**src/rtl/axi4lite_pkg.sv**
```systemverilog
// rtl/axi4lite_pkg.sv - shared types, opcodes and default widths for the request arbiter
package axi4lite_pkg;

    localparam int DEFAULT_ADDR_WIDTH = 2;
    localparam int DEFAULT_DATA_WIDTH = 8;
    localparam int DEFAULT_TIMEOUT    = 255;

    localparam logic REQ_WRITE = 1'b1;
    localparam logic REQ_READ  = 1'b0;

    typedef enum logic [1:0] {
        IDLE  = 2'd0,
        ISSUE = 2'd1,
        WAIT  = 2'd2,
        RESP  = 2'd3
    } arb_state_t;

endpackage

```
**src/rtl/axi4lite_req_arbiter_if.sv**
```systemverilog
// rtl/axi4lite_req_arbiter_if.sv - requester and master-side signal bundle of the request arbiter
interface axi4lite_req_arbiter_if
    import axi4lite_pkg::*;
#(
    parameter int ADDR_WIDTH = DEFAULT_ADDR_WIDTH,
    parameter int DATA_WIDTH = DEFAULT_DATA_WIDTH
);
    logic                  req0_valid;
    logic                  req0_write;
    logic [ADDR_WIDTH-1:0] req0_addr;
    logic [DATA_WIDTH-1:0] req0_wdata;
    logic                  req0_ready;
    logic                  req1_valid;
    logic                  req1_write;
    logic [ADDR_WIDTH-1:0] req1_addr;
    logic [DATA_WIDTH-1:0] req1_wdata;
    logic                  req1_ready;

    logic                  rsp0_valid;
    logic                  rsp1_valid;
    logic [DATA_WIDTH-1:0] rsp_rdata;
    logic                  rsp_err;

    logic                  start_write;
    logic                  start_read;
    logic [ADDR_WIDTH-1:0] write_addr;
    logic [ADDR_WIDTH-1:0] read_addr;
    logic [DATA_WIDTH-1:0] wdata;
    logic [DATA_WIDTH-1:0] read_data;
    logic                  done;

    modport slave (
        input  req0_valid, req0_write, req0_addr, req0_wdata,
        input  req1_valid, req1_write, req1_addr, req1_wdata,
        input  read_data, done,
        output req0_ready, req1_ready, rsp0_valid, rsp1_valid, rsp_rdata, rsp_err,
        output start_write, start_read, write_addr, read_addr, wdata
    );

    modport master (
        output req0_valid, req0_write, req0_addr, req0_wdata,
        output req1_valid, req1_write, req1_addr, req1_wdata,
        output read_data, done,
        input  req0_ready, req1_ready, rsp0_valid, rsp1_valid, rsp_rdata, rsp_err,
        input  start_write, start_read, write_addr, read_addr, wdata
    );

endinterface

```
**src/rtl/axi4lite_rr_grant2.sv**
```systemverilog
// rtl/axi4lite_rr_grant2.sv - two-way round-robin grant with last-winner register
module axi4lite_rr_grant2 (
    input  logic       clk,
    input  logic       rst,
    input  logic       valid0,
    input  logic       valid1,
    input  logic       accept,
    output logic [1:0] grant
);

    logic last_grant;

    // On a tie the requester that did not win last time is served.
    always_comb begin
        grant = 2'b00;
        if (valid0 && (!valid1 || last_grant)) begin
            grant[0] = 1'b1;
        end else if (valid1) begin
            grant[1] = 1'b1;
        end
    end

    always_ff @(posedge clk or posedge rst) begin
        if (rst) begin
            last_grant <= 1'b1;
        end else if (accept) begin
            last_grant <= grant[1];
        end
    end

endmodule

```
**src/rtl/axi4lite_req_arbiter.sv**
```systemverilog
// rtl/axi4lite_req_arbiter.sv - round-robin request sequencer in front of the axi4lite master
module axi4lite_req_arbiter
    import axi4lite_pkg::*;
#(
    parameter int ADDR_WIDTH = DEFAULT_ADDR_WIDTH,
    parameter int DATA_WIDTH = DEFAULT_DATA_WIDTH,
    parameter int TIMEOUT    = DEFAULT_TIMEOUT
) (
    input  logic                  clk,
    input  logic                  rst,
    axi4lite_req_arbiter_if.slave bus
);

    localparam logic [7:0] LAST_COUNT = 8'(TIMEOUT - 1);

    arb_state_t            state;
    arb_state_t            state_next;
    logic [1:0]            grant;
    logic                  accept;
    logic                  timeout_hit;

    logic                  op;
    logic                  owner;
    logic [ADDR_WIDTH-1:0] addr;
    logic [DATA_WIDTH-1:0] wdata;
    logic [7:0]            count;
    logic [DATA_WIDTH-1:0] rdata;
    logic                  err;

    logic                  ready0;
    logic                  ready1;
    logic                  rsp0;
    logic                  rsp1;
    logic                  start_w;
    logic                  start_r;

    assign accept      = (state == IDLE) && (bus.req0_valid || bus.req1_valid);
    assign timeout_hit = (count == LAST_COUNT);

    axi4lite_rr_grant2 u_grant (
        .clk    (clk),
        .rst    (rst),
        .valid0 (bus.req0_valid),
        .valid1 (bus.req1_valid),
        .accept (accept),
        .grant  (grant)
    );

    always_ff @(posedge clk or posedge rst) begin
        if (rst) begin
            state <= IDLE;
        end else begin
            state <= state_next;
        end
    end

    always_comb begin
        state_next = state;
        ready0     = 1'b0;
        ready1     = 1'b0;
        rsp0       = 1'b0;
        rsp1       = 1'b0;
        start_w    = 1'b0;
        start_r    = 1'b0;
        case (state)
            IDLE: begin
                ready0 = grant[0];
                ready1 = grant[1];
                if (accept) begin
                    state_next = ISSUE;
                end
            end
            ISSUE: begin
                start_w    = (op == REQ_WRITE);
                start_r    = (op == REQ_READ);
                state_next = WAIT;
            end
            WAIT: begin
                if (bus.done || timeout_hit) begin
                    state_next = RESP;
                end
            end
            RESP: begin
                rsp0       = !owner;
                rsp1       = owner;
                state_next = IDLE;
            end
            default: state_next = IDLE;
        endcase
    end

    // A done coinciding with the last WAIT cycle completes normally.
    always_ff @(posedge clk or posedge rst) begin
        if (rst) begin
            op    <= 1'b0;
            owner <= 1'b0;
            addr  <= '0;
            wdata <= '0;
            count <= '0;
            rdata <= '0;
            err   <= 1'b0;
        end else begin
            case (state)
                IDLE: begin
                    if (accept) begin
                        owner <= grant[1];
                        op    <= grant[1] ? bus.req1_write : bus.req0_write;
                        addr  <= grant[1] ? bus.req1_addr  : bus.req0_addr;
                        wdata <= grant[1] ? bus.req1_wdata : bus.req0_wdata;
                    end
                end
                ISSUE: begin
                    count <= '0;
                end
                WAIT: begin
                    count <= count + 8'd1;
                    if (bus.done) begin
                        rdata <= bus.read_data;
                        err   <= 1'b0;
                    end else if (timeout_hit) begin
                        rdata <= '0;
                        err   <= 1'b1;
                    end
                end
                default: ;
            endcase
        end
    end

    assign bus.req0_ready  = ready0;
    assign bus.req1_ready  = ready1;
    assign bus.rsp0_valid  = rsp0;
    assign bus.rsp1_valid  = rsp1;
    assign bus.rsp_rdata   = rdata;
    assign bus.rsp_err     = err;
    assign bus.start_write = start_w;
    assign bus.start_read  = start_r;
    assign bus.write_addr  = addr;
    assign bus.read_addr   = addr;
    assign bus.wdata       = wdata;

endmodule

```
**src/flat_wrapper.sv**
```systemverilog
// flat-port wrapper written by rule: the top's interface ports become plain ports
module axi4lite_req_arbiter_flat import axi4lite_pkg::*;
#(
    parameter int ADDR_WIDTH = DEFAULT_ADDR_WIDTH,
    parameter int DATA_WIDTH = DEFAULT_DATA_WIDTH,
    parameter int TIMEOUT    = DEFAULT_TIMEOUT
)
  (clk, rst, bus_req0_valid, bus_req0_write, bus_req0_addr, bus_req0_wdata, bus_req1_valid, bus_req1_write, bus_req1_addr, bus_req1_wdata, bus_read_data, bus_done, bus_req0_ready, bus_req1_ready, bus_rsp0_valid, bus_rsp1_valid, bus_rsp_rdata, bus_rsp_err, bus_start_write, bus_start_read, bus_write_addr, bus_read_addr, bus_wdata);
  axi4lite_req_arbiter_if #(.ADDR_WIDTH(ADDR_WIDTH), .DATA_WIDTH(DATA_WIDTH)) bus_i ();
  input  logic clk;
  input  logic rst;
  input wire logic [$bits(bus_i.req0_valid)-1:0] bus_req0_valid;
  input wire logic [$bits(bus_i.req0_write)-1:0] bus_req0_write;
  input wire logic [$bits(bus_i.req0_addr)-1:0] bus_req0_addr;
  input wire logic [$bits(bus_i.req0_wdata)-1:0] bus_req0_wdata;
  input wire logic [$bits(bus_i.req1_valid)-1:0] bus_req1_valid;
  input wire logic [$bits(bus_i.req1_write)-1:0] bus_req1_write;
  input wire logic [$bits(bus_i.req1_addr)-1:0] bus_req1_addr;
  input wire logic [$bits(bus_i.req1_wdata)-1:0] bus_req1_wdata;
  input wire logic [$bits(bus_i.read_data)-1:0] bus_read_data;
  input wire logic [$bits(bus_i.done)-1:0] bus_done;
  output wire logic [$bits(bus_i.req0_ready)-1:0] bus_req0_ready;
  output wire logic [$bits(bus_i.req1_ready)-1:0] bus_req1_ready;
  output wire logic [$bits(bus_i.rsp0_valid)-1:0] bus_rsp0_valid;
  output wire logic [$bits(bus_i.rsp1_valid)-1:0] bus_rsp1_valid;
  output wire logic [$bits(bus_i.rsp_rdata)-1:0] bus_rsp_rdata;
  output wire logic [$bits(bus_i.rsp_err)-1:0] bus_rsp_err;
  output wire logic [$bits(bus_i.start_write)-1:0] bus_start_write;
  output wire logic [$bits(bus_i.start_read)-1:0] bus_start_read;
  output wire logic [$bits(bus_i.write_addr)-1:0] bus_write_addr;
  output wire logic [$bits(bus_i.read_addr)-1:0] bus_read_addr;
  output wire logic [$bits(bus_i.wdata)-1:0] bus_wdata;
  assign bus_i.req0_valid = bus_req0_valid;
  assign bus_i.req0_write = bus_req0_write;
  assign bus_i.req0_addr = bus_req0_addr;
  assign bus_i.req0_wdata = bus_req0_wdata;
  assign bus_i.req1_valid = bus_req1_valid;
  assign bus_i.req1_write = bus_req1_write;
  assign bus_i.req1_addr = bus_req1_addr;
  assign bus_i.req1_wdata = bus_req1_wdata;
  assign bus_i.read_data = bus_read_data;
  assign bus_i.done = bus_done;
  assign bus_req0_ready = bus_i.req0_ready;
  assign bus_req1_ready = bus_i.req1_ready;
  assign bus_rsp0_valid = bus_i.rsp0_valid;
  assign bus_rsp1_valid = bus_i.rsp1_valid;
  assign bus_rsp_rdata = bus_i.rsp_rdata;
  assign bus_rsp_err = bus_i.rsp_err;
  assign bus_start_write = bus_i.start_write;
  assign bus_start_read = bus_i.start_read;
  assign bus_write_addr = bus_i.write_addr;
  assign bus_read_addr = bus_i.read_addr;
  assign bus_wdata = bus_i.wdata;
  axi4lite_req_arbiter #(.ADDR_WIDTH(ADDR_WIDTH), .DATA_WIDTH(DATA_WIDTH), .TIMEOUT(TIMEOUT)) u_core (.clk(clk), .rst(rst), .bus(bus_i));
endmodule
```
**config.mk**
```make
export PLATFORM = sky130hd
export DESIGN_NAME = axi4lite_req_arbiter_flat
export DESIGN_NICKNAME = d
export VERILOG_FILES = /design/src/rtl/axi4lite_pkg.sv /design/src/rtl/axi4lite_req_arbiter_if.sv /design/src/rtl/axi4lite_rr_grant2.sv /design/src/rtl/axi4lite_req_arbiter.sv /design/src/flat_wrapper.sv
export SDC_FILE = /design/constraint.sdc
export NUM_CORES = 1
export LEC_CHECK = 0
export ABC_AREA = 1
export CORE_MARGIN = 10
export CORE_UTILIZATION = 39
export DETAILED_ROUTE_END_ITERATION = 7
export GPL_TIMING_DRIVEN = 0
export HOLD_SLACK_MARGIN = 0.03
export PLACE_DENSITY = 0.8
export SLEW_MARGIN = 0
export SYNTH_ARGS = -nofsm -noshare
export SYNTH_HDL_FRONTEND = slang
export SYNTH_HIERARCHICAL = 1
export SYNTH_SLANG_ARGS = --single-unit
```
**constraint.sdc**
```tcl
create_clock -name clk -period 1.3 [get_ports clk]
set_input_delay 0.195 -clock clk [delete_from_list [all_inputs] [get_ports clk]]
set_output_delay 0.195 -clock clk [all_outputs]
set_load 0.05 [all_outputs]
```
==> impl_results.md, run 1 <==
- Final #Nets: 334
- Largest net degree at the start of global routing: 32
- Tmin final: 1.57 ns
- CP most frequent cell: buf_8
- Static Leak: 1.32 nW
- Number of global-route vias before repair: 1677
- Yosys warning count: 6
- Final hold viol count: 0
- Clk pwr share: 0.130
- CP endpoint kind: primary output
- GRT Util Overall: 0.142
- DR vias/cell: 4.77
- Hold Buf Count CTS: 0
- Critical path's top delay family: flip-flops
- Post-route clock period utilization: 1.21
- Final Worst Setup Slack: -0.269 ns
- Rows: 23
- Failing checks: negative setup slack
- Reg clk slew, reported paths: 0.07 ns
- H-tree depth: 2
- Arrival time of the worst setup path: 1.37 ns
- Post-route ant nets: 0
- Hold Path Class: input port to asynchronous set/reset pin
- Initial Util: 0.401
- Worst IR Drop VDD: 1.69 mV
- DR iter-0 viols: 81
- Post-synth EDFFs: 0
- 1st-pass router iterations: 4
- Startpoint types: flip-flop
- Final Instance Area: 0.00283 mm2
- Vias post-DR: 1641
- Ys flop type: dfrtp_1
- Outcome: complete, but fails checks
- Flop pwr share: 0.234
- Crit Path Category: flip-flop to primary output
- Worst slack at placement: -1.12 ns
- Fill count: 286
- Max-cap violations: 0
- RSZ-0062 raised after global routing: yes
- Post-DP HPWL: 3.28 mm
- Die Ht: 84.1 um
- Antenna violations before repair: 0
- Drt total wl: 5.26 mm
- Library cells used by synthesis: 24
- Fmax: 637 MHz
- Area after DPL: 0.00230 mm2
- Grt ovf: 0
- Die width: 84.1 um
- Combinational power share: 0.635
- Antenna cell count: 0
- GP Congestion: 0.798
- Setup Skew: 0.00532 ns
- Top Ports: 62
- Crit-path slowest cell: dfstp_2
- DRC Markers: 0
- Ratio of cells with drive above 1 in the final layout: 0.388
- Power density over the cells: 2600 mW/mm2
- Post-Syn Area per Cell: 7.86 um2
- Routed wire length per instance: 15.3 um
- Netlist Area Pre-Place: 0.00160 mm2
- Core area: 0.00400 mm2
- I/O Buffers: 61
- Root buf cell: clkbuf_8
- Switching power total: 3.56 mW
- Critical path peak fanout: 3
- Max Slew Vio Count: 0
- P&R area growth vs syn: 76.3%
- Data required time of the worst path: 1.11 ns
- Setup TNS: -2.34 ns
- CP bufs+invs: 3
- Slew HR: 0.554
- Die outline area: 0.00707 mm2
- # setup viols final: 25
- Clock sinks: 32
- Number of synthesized register bits: 32
- Sw Share: 0.484
- Cell chain of the critical path: a21oi_4, buf_8, nand2_4, clkinvlp_4, buf_8
- Skew-Pair Late Insertion Delay: 0.29 ns
- First-pass GRT wire length: 8.29 mm
- Fraction of registers with async set/reset: 1.00
- Post-Syn Instances: 204
- Bufs on Longest Clock Path: 2
- TritonCTS clock tree: built
- Power, Total: 7.36 mW
- Cts bufs inserted: 5
- Pint: 3.80 mW
- Mapped Nets: 245
- Slew of the pin with the lowest slew margin: 0.667 ns
- Utilization after layout: 0.707
- Register area share after synthesis: 0.500
- Crit-path max cell delay: 0.58 ns
==> metrics by stage <==
step / cells / hold WS, ns
after floorplan: 204 / 0.0847
after global placement: 315 / 0.453
after detailed placement: 315 / 0.458
after CTS: 339 / 0.270
after global routing: 344 / 0.321
final: 344 / 0.316
==> area by class of cell <==
class	instances	area (um2)	share of cell area
Timing Repair Buffer	82	838	0.297
Multi-Input combinational cell	140	827	0.293
Sequential cell	32	805	0.285
Inverter	26	119	0.0421
Clock buffer	5	68.8	0.0243
Buffer	6	63.8	0.0226
Tap cell	50	62.6	0.0221
Clock inverter	3	42.5	0.0151
==> routing by layer <==
metal | global-route usage | up-vias | share of wire
met5 | 0 | - | 0
met4 | 0.0594 | 0 | 0.021
met3 | 0.0449 | 10 | 0.055
met2 | 0.255 | 45 | 0.55
met1 | 0.149 | 776 | 0.38
li1 | - | 810 | -
==> placed cells by master, fill, tap and decap left out, types with 5 or more instances in the layout <==
master and count:
clkbuf_8 5, nor2_1 18, buf_4 16, dfrtp_1 29, clkdlybuf4s50_1 34, nand2_2 9
buf_6 10, clkdlybuf4s15_2 19, inv_1 10, inv_4 5, buf_8 7, nor2_4 5
inv_2 8, a31oi_1 11, nand2_1 66
==> cell usage after synthesis (all sizes together) (4+ instances only) <==
| cell type | instances | share of area |
|---|---|---|
| a21oi | 5 | 0.020 |
| a31oi | 11 | 0.043 |
| buf | 5 | 0.020 |
| dfrtp | 31 | 0.48 |
| ha | 6 | 0.047 |
| inv | 25 | 0.059 |
| nand2 | 79 | 0.19 |
| nand3 | 4 | 0.012 |
| nor2 | 24 | 0.061 |
| o21ai | 7 | 0.024 |
==> state kept, by name, summed over array words and instances, names as in the netlist <==
name and count:
u_core/bus.read_addr 2, u_core/owner 1, u_core/op 1, u_core/count 8, u_core/u_grant/last_grant 1, u_core/bus.rsp_rdata 8
u_core/bus.rsp_err 1, u_core/state 2, u_core/bus.wdata 8
==> cell families after synthesis <==
group,after synthesis,share of synthesized area
simple gates,108,0.267
buf+inv,32,0.0835
flops,32,0.500
compound gates,25,0.0968
fa+ha+maj,6,0.0468
xor+xnor,1,0.00547
==> what timing repair did <==
action / in CTS / in global routing
pin swaps: 6 / 11
endpoints found under the setup margin: 86 / 35
cloned: 2 / 1
setup buffers: 14 / 4
gates resized for setup: 155 / 36
hold endpoints to repair: 0 / 0
==> final timing paths <==
path	start	endpoint	slack (ns)	cells after the start
max	u_core/u_grant/last_grant	bus_req1_ready	-0.27	5
min	rst	u_core/u_grant/last_grant	0.32	2
max reg2reg	u_core/state[1]	u_core/op	-0.10	7
min reg2reg	u_core/bus.rsp_rdata[1]	u_core/bus.rsp_rdata[1]	0.47	2
max in group asynchronous	rst	u_core/state[0]	0.50	2
min in group clk	bus_read_data[1]	u_core/bus.rsp_rdata[1]	0.44	3
==> power groups by stage <==
stage | Sequential, mW | Clock, mW | Combinational (mW)
CTS | 1.68 | 0.978 | 4.18
global placement | 1.67 | 0 | 3.66
global route | 1.76 | 1.03 | 4.96
finish | 1.72 | 0.959 | 4.67
detailed placement | 1.69 | 0 | 3.70
floorplan | 2.66 | 0 | 1.52
(Power assumes the default switching activity.)
==> run 2: changes to the inputs <==
--- a/config.mk
+++ b/config.mk
@@ -10,8 +10,8 @@
 export CORE_UTILIZATION = 39
 export DETAILED_ROUTE_END_ITERATION = 7
 export GPL_TIMING_DRIVEN = 0
-export HOLD_SLACK_MARGIN = 0.03
 export PLACE_DENSITY = 0.8
+export SETUP_SLACK_MARGIN = 0.02
 export SLEW_MARGIN = 0
 export SYNTH_ARGS = -nofsm -noshare
 export SYNTH_HDL_FRONTEND = slang
==> impl_results.md, run 2 (synthesized netlist as in run 1, its figures left out) <==
- Outcome: complete, but fails checks
- Failing checks: negative setup slack
- Worst reg2reg startpoint: u_core/state[1]
- P&R area growth vs syn: 83.1%
- Cells after DPL: 315 (unchanged)
- DRC Markers: 0 (unchanged)
- Slew HR: 0.545 (-0.00888)
- Reg2Reg Depth: 8 (+1)
- Commonest non-fill, non-tap cells in the layout: 59 x nand2_1, 34 x clkdlybuf4s50_1, 29 x dfrtp_1
- Setup Skew: 0.0111 ns (+0.00579 ns)
- Final Worst Setup Slack: -0.258 ns (+0.0109 ns)
- M1 WL: 2.31 mm (+16%)
- Clk pwr share: 0.101 (-0.029)
- CP endpoint kind: primary output
- Power density over the cells: 2660 mW/mm2 (+2.0%)
- Utilization after layout: 0.734 (+0.0269)
- Fill count: 276 (-3.5%)
- I/O Buffers: 61 (unchanged)
- Fmax: 642 MHz (+0.70%)
- Routed wire length per instance: 17.0 um (+11%)
- End of the worst register-to-register path: u_core/count[7]
- Met3 wire length: 371 um (+28%)
- Rows: 23 (unchanged)
- Slew of the pin with the lowest slew margin: 0.680 ns (+0.0133 ns)
- Arrival time of the worst setup path: 1.36 ns (about the same)
- TritonCTS clock tree: built
- Startpoint types: flip-flop
- Switching power total: 3.81 mW (+7.2%)
- Die Ht: 84.1 um (unchanged)
- Drt total wl: 6.03 mm (+15%)
- GRT Util Overall: 0.145 (+0.00281)
- Critical path peak fanout: 3 (unchanged)
- Post-DP HPWL: 3.32 mm (+1.5%)
- Tmin final: 1.56 ns (-0.0109 ns)
- Reg clk slew, reported paths: 0.07 ns (about the same)
- R2r setup slk: -0.15 ns (-0.05 ns)
- Vias post-DR: 1764 (+7.5%)
- Post-route ant nets: 0 (unchanged)
- Crit path from: u_core/u_grant/last_grant
- RSZ-0062 raised after global routing: yes
- First-pass GRT wire length: 8.34 mm (+0.59%)
- Layout Cells excl Fill: 354 (+2.9%)
- Crit Path Category: flip-flop to primary output
- H-tree depth: 2 (unchanged)
- 1st-pass router iterations: 4 (unchanged)
- Max-cap violations: 0 (unchanged)
- Root buf cell: clkbuf_8
- Power, Total: 7.79 mW (+5.9%)
- # setup viols final: 35 (+40%)
- Pint: 3.98 mW (+4.7%)
- Clock sinks: 32 (unchanged)
- Hold Buf Count CTS: 0 (unchanged)
- GP Congestion: 0.832 (+4.4%)
- Die width: 84.1 um (unchanged)
- Cell chain of the critical path: a21oi_4, clkbuf_8, nand2_4, clkinvlp_4, buf_8
- Data required time of the worst path: 1.11 ns (about the same)
- Met2 routed WL: 3.22 mm (+12%)
- Post-route clock period utilization: 1.20 (-0.00839)
- Antenna cell count: 0 (unchanged)
- Skew-Pair Late Insertion Delay: 0.28 ns (about the same)
- Crit-path slowest cell: dfstp_2
- Crit-path max cell delay: 0.57 ns (about the same)
- Die outline area: 0.00707 mm2 (unchanged)
- Sw Share: 0.490 (+0.00580)
- DR vias/cell: 4.98 (+4.5%)
- Static Leak: 1.39 nW (+5.1%)
- Final hold viol count: 0 (unchanged)
- Cts bufs inserted: 5 (unchanged)
- Antenna violations before repair: 0 (unchanged)
- Final #Nets: 344 (+3.0%)
- Flop pwr share: 0.222 (-0.012)
- Worst slack at placement: -1.14 ns (-0.0222 ns)
- Grt ovf: 0 (unchanged)
- Max Slew Vio Count: 0 (unchanged)
- Ratio of cells with drive above 1 in the final layout: 0.438 (+0.0497)
- Hold Path Class: input port to asynchronous set/reset pin
- Top Ports: 62 (unchanged)
- Largest net degree at the start of global routing: 32 (unchanged)
- Worst IR Drop VDD: 1.52 mV (-10%)
- Bufs on Longest Clock Path: 2 (unchanged)
- Top Layer Used: met4
- Core area: 0.00400 mm2 (unchanged)
- Combinational power share: 0.676 (+0.041)
- Initial Util: 0.401 (unchanged)
- DR iter-0 viols: 219 (+170%)
- Number of global-route vias before repair: 1709 (+1.9%)
- Commonest non-fill, non-tap cell in the layout: nand2_1
- CP Capture Point: bus_req1_ready
-- run 2: cell types whose count changed in the layout (fill, tap and decap cells not counted), moves of 3 or more --
cell,previous run,this run
buf_4,16,21
buf_6,10,17
buf_8,7,3
nand2_1,66,59
nand2_2,9,15
nor2_2,1,4
-- run 2: metrics by stage --
step / instance area (um2) / TNS, ns / hold WS, ns
after floorplan: 1630 / 0 / 0.0847
after detailed placement: 2300 / -20.68 / 0.457
after global routing: 2930 / -5.40 / 0.306
after CTS: 2700 / -1.73 / 0.296
after global placement: 2300 / -19.89 / 0.453
final: 2930 / -3.01 / 0.296
-- run 2: power by group through the flow --
stage	clock, mW	combinational (mW)	sequential, mW
floorplan	0	1.52	2.66
finish	0.789	5.27	1.73
detailed placement	0	3.71	1.70
global placement	0	3.66	1.68
CTS	0.792	4.39	1.71
global route	0.850	5.52	1.78
-- run 2: layer usage --
layer	GRT usage	up-vias
met4	0.0685	0
met3	0.0439	10
met5	0	-
met1	0.159	855
met2	0.250	68
li1	-	831
-- run 2: critical path: cells and delay by family, from the launching register on --
family,cells,cell delay (ns)
AO/OA/AOI/OAI,1,0.06
buffers and inverters,3,0.39
flip-flops,1,0.57
AND/OR/NAND/NOR,1,0.06
-- run 2: cell type report --
type                    instances  area, um2  area share
clock buffers                   8       90.1      0.0307
plain buffers                   6       62.6      0.0213
inverters                      26        120      0.0409
repair buffers                 91        910       0.310
flip-flops and latches         32        805       0.274
well taps                      50       62.6      0.0213
multi-input cells             141        885       0.301
-- run 2: how the worst min path moves through the flow --
stage | startpoint | to | cells past startpoint
final | rst | u_core/u_grant/last_grant | 2
after floorplan | rst | u_core/u_grant/last_grant | 1
after detailed placement | u_core/bus.rsp_rdata[0] | u_core/bus.rsp_rdata[0] | 2
after global routing | rst | u_core/u_grant/last_grant | 2
after global placement | u_core/bus.rsp_rdata[0] | u_core/bus.rsp_rdata[0] | 2
after CTS | rst | u_core/u_grant/last_grant | 2
-- run 2: timing repair --
| item | CTS | global route |
|---|---|---|
| buffers inserted | 15 | 13 |
| endpoints found under the setup margin | 86 | 38 |
| gates cloned | 2 | 2 |
| pin swaps | 15 | 20 |
| gates resized for setup | 159 | 46 |
==> run 3: changes to the inputs <==
--- a/config.mk
+++ b/config.mk
@@ -6,8 +6,10 @@
 export NUM_CORES = 1
 export LEC_CHECK = 0
 export ABC_AREA = 1
+export ABC_CLOCK_PERIOD_IN_PS = 1300
 export CORE_MARGIN = 10
 export CORE_UTILIZATION = 39
+export CTS_BUF_LIST = sky130_fd_sc_hd__clkbuf_16
 export DETAILED_ROUTE_END_ITERATION = 7
 export GPL_TIMING_DRIVEN = 0
 export PLACE_DENSITY = 0.8
==> impl_results.md, run 3 (synthesized netlist as in run 1, its figures left out) <==
- Outcome: complete, but fails checks
- Failing checks: negative setup slack
- Post-DP HPWL: 3.32 mm (unchanged)
- 1st-pass router iterations: 4 (unchanged)
- P&R area growth vs syn: 87.1%
- TritonCTS clock tree: built
- Final #Nets: 342 (-0.58%)
- Startpoint types: flip-flop
- Max Slew Vio Count: 0 (unchanged)
- Data required time of the worst path: 1.11 ns (about the same)
- Commonest non-fill, non-tap cell in the layout: nand2_1
- Drt total wl: 5.70 mm (-5.4%)
- Bufs on Longest Clock Path: 2 (unchanged)
- Top Ports: 62 (unchanged)
- First-pass GRT wire length: 8.51 mm (+2.0%)
- I/O Buffers: 61 (unchanged)
- Skew-Pair Late Insertion Delay: 0.28 ns (about the same)
- DRC Markers: 0 (unchanged)
- Die outline area: 0.00707 mm2 (unchanged)
- Worst slack at placement: -1.14 ns (unchanged)
- Slew HR: 0.548 (+0.00290)
- Final hold viol count: 0 (unchanged)
- Number of global-route vias before repair: 1729 (+1.2%)
- Utilization after layout: 0.750 (+0.0163)
- DR vias/cell: 4.84 (-2.9%)
- Clk pwr share: 0.133 (+0.032)
- Crit Path Category: flip-flop to primary output
- Antenna violations before repair: 0 (unchanged)
- Vias post-DR: 1703 (-3.5%)
- # setup viols final: 35 (unchanged)
- Slew of the pin with the lowest slew margin: 0.676 ns (-0.00434 ns)
- Pint: 4.31 mW (+8.5%)
- Post-route ant nets: 0 (unchanged)
- Max-cap violations: 0 (unchanged)
- Root buf cell: clkbuf_16
- Grt ovf: 0 (unchanged)
- Die width: 84.1 um (unchanged)
- Antenna cell count: 0 (unchanged)
- Core area: 0.00400 mm2 (unchanged)
- H-tree depth: 2 (unchanged)
- Hold Buf Count CTS: 0 (unchanged)
- Setup Skew: 0.00434 ns (-0.00677 ns)
- Hold Path Class: input port to asynchronous set/reset pin
- Power density over the cells: 2710 mW/mm2 (+2.2%)
- Reg clk slew, reported paths: 0.05 ns (-0.02 ns)
- Initial Util: 0.401 (unchanged)
- CP endpoint kind: primary output
- DR iter-0 viols: 94 (-57%)
- Worst IR Drop VDD: 1.35 mV (-11%)
- Arrival time of the worst setup path: 1.34 ns (-0.02 ns)
- Routed wire length per instance: 16.2 um (-4.9%)
- Die Ht: 84.1 um (unchanged)
- Static Leak: 1.41 nW (+1.8%)
- Combinational power share: 0.653 (-0.023)
- Sw Share: 0.470 (-0.0196)
- Switching power total: 3.83 mW (+0.32%)
- Fmax: 653 MHz (+1.7%)
- Clock sinks: 32 (unchanged)
- Commonest non-fill, non-tap cells in the layout: 54 x nand2_1, 34 x clkdlybuf4s50_1, 28 x dfrtp_1
- Tmin final: 1.53 ns (-0.0263 ns)
- GRT Util Overall: 0.148 (+0.00258)
- Post-route clock period utilization: 1.18 (-0.0202)
- Fill count: 253 (-8.3%)
- Rows: 23 (unchanged)
- Critical path peak fanout: 3 (unchanged)
- Ratio of cells with drive above 1 in the final layout: 0.454 (+0.0161)
- Cts bufs inserted: 5 (unchanged)
- Final Worst Setup Slack: -0.231 ns (+0.0263 ns)
- RSZ-0062 raised after global routing: yes
- Flop pwr share: 0.214 (-0.008)
- Largest net degree at the start of global routing: 32 (unchanged)
- GP Congestion: 0.832 (unchanged)
run 3: changes by cell type in the layout (fill, tap and decap cells not counted), moves of 4 or more:
cell	delta
clkbuf_8	-6
nand2_1	-5
clkbuf_16	+5
nand2_2	+4
run 3: area by class of cell:
type	count	area, um2	area share
buffer	6	62.6	0.0209
clock buffer	5	125	0.0417
clock inverter	3	11.3	0.00375
inverter	26	125	0.0417
multi-input combinational	141	895	0.298
sequential	32	806	0.269
tap	50	62.6	0.0209
timing repair buffer	89	912	0.304
run 3: worst max-delay path, cell delays in order (launching register included):
cell	delay (ns)
dfstp_2	0.56
a21oi_4	0.06
clkbuf_8	0.14
nand2_4	0.06
clkinvlp_4	0.08
buf_8	0.15
run 3: what timing repair did:
action	4_1_cts	5_1_grt
buffers inserted	16	9
pin swaps	12	8
endpoints found under the hold margin	0	0
endpoints found under the setup margin	85	38
resized for setup	158	51
cloned	2	2
run 3: path summary, 6_finish.rpt:
| path | start | to | slack (ns) | cells after the start |
|---|---|---|---|---|
| worst max-delay path | u_core/u_grant/last_grant | bus_req1_ready | -0.23 | 5 |
| worst min-delay path | rst | u_core/u_grant/last_grant | 0.31 | 2 |
| worst max register to register | u_core/state[0] | u_core/count[7] | -0.14 | 9 |
| worst min register to register | u_core/bus.rsp_rdata[4] | u_core/bus.rsp_rdata[4] | 0.48 | 2 |
| max in group asynchronous | rst | u_core/state[0] | 0.48 | 2 |
| min in group clk | bus_read_data[3] | u_core/bus.rsp_rdata[3] | 0.46 | 3 |
run 3: power by group through the flow:
stage | registers [mW] | logic [mW] | clock network (mW)
global placement | 1.68 | 3.66 | 0
floorplan | 2.66 | 1.52 | 0
global route | 1.78 | 5.60 | 1.15
detailed placement | 1.70 | 3.71 | 0
finish | 1.74 | 5.31 | 1.09
CTS | 1.72 | 4.46 | 1.10
run 3: per-stage QoR:
step           power [mW]  setup TNS, ns  cell area (um2)  hold WS (ns)  cells
6_report             8.14          -2.73             3000         0.307    352
3_5_place_dp         5.41         -20.68             2300         0.457    315
3_3_place_gp         5.34         -19.89             2300         0.453    315
4_1_cts              7.28          -1.48             2770         0.307    341
2_1_floorplan        4.18              0             1630        0.0847    204
5_1_grt              8.53          -4.88             3000         0.328    352
run 3: routing by layer:
metal  vias up  part of all wire  global-route usage
met5         -                 0                   0
met4         0             0.029              0.0594
met3        13             0.056              0.0449
met2        57              0.53               0.264
met1       813              0.38               0.157
li1        820                 -                   -
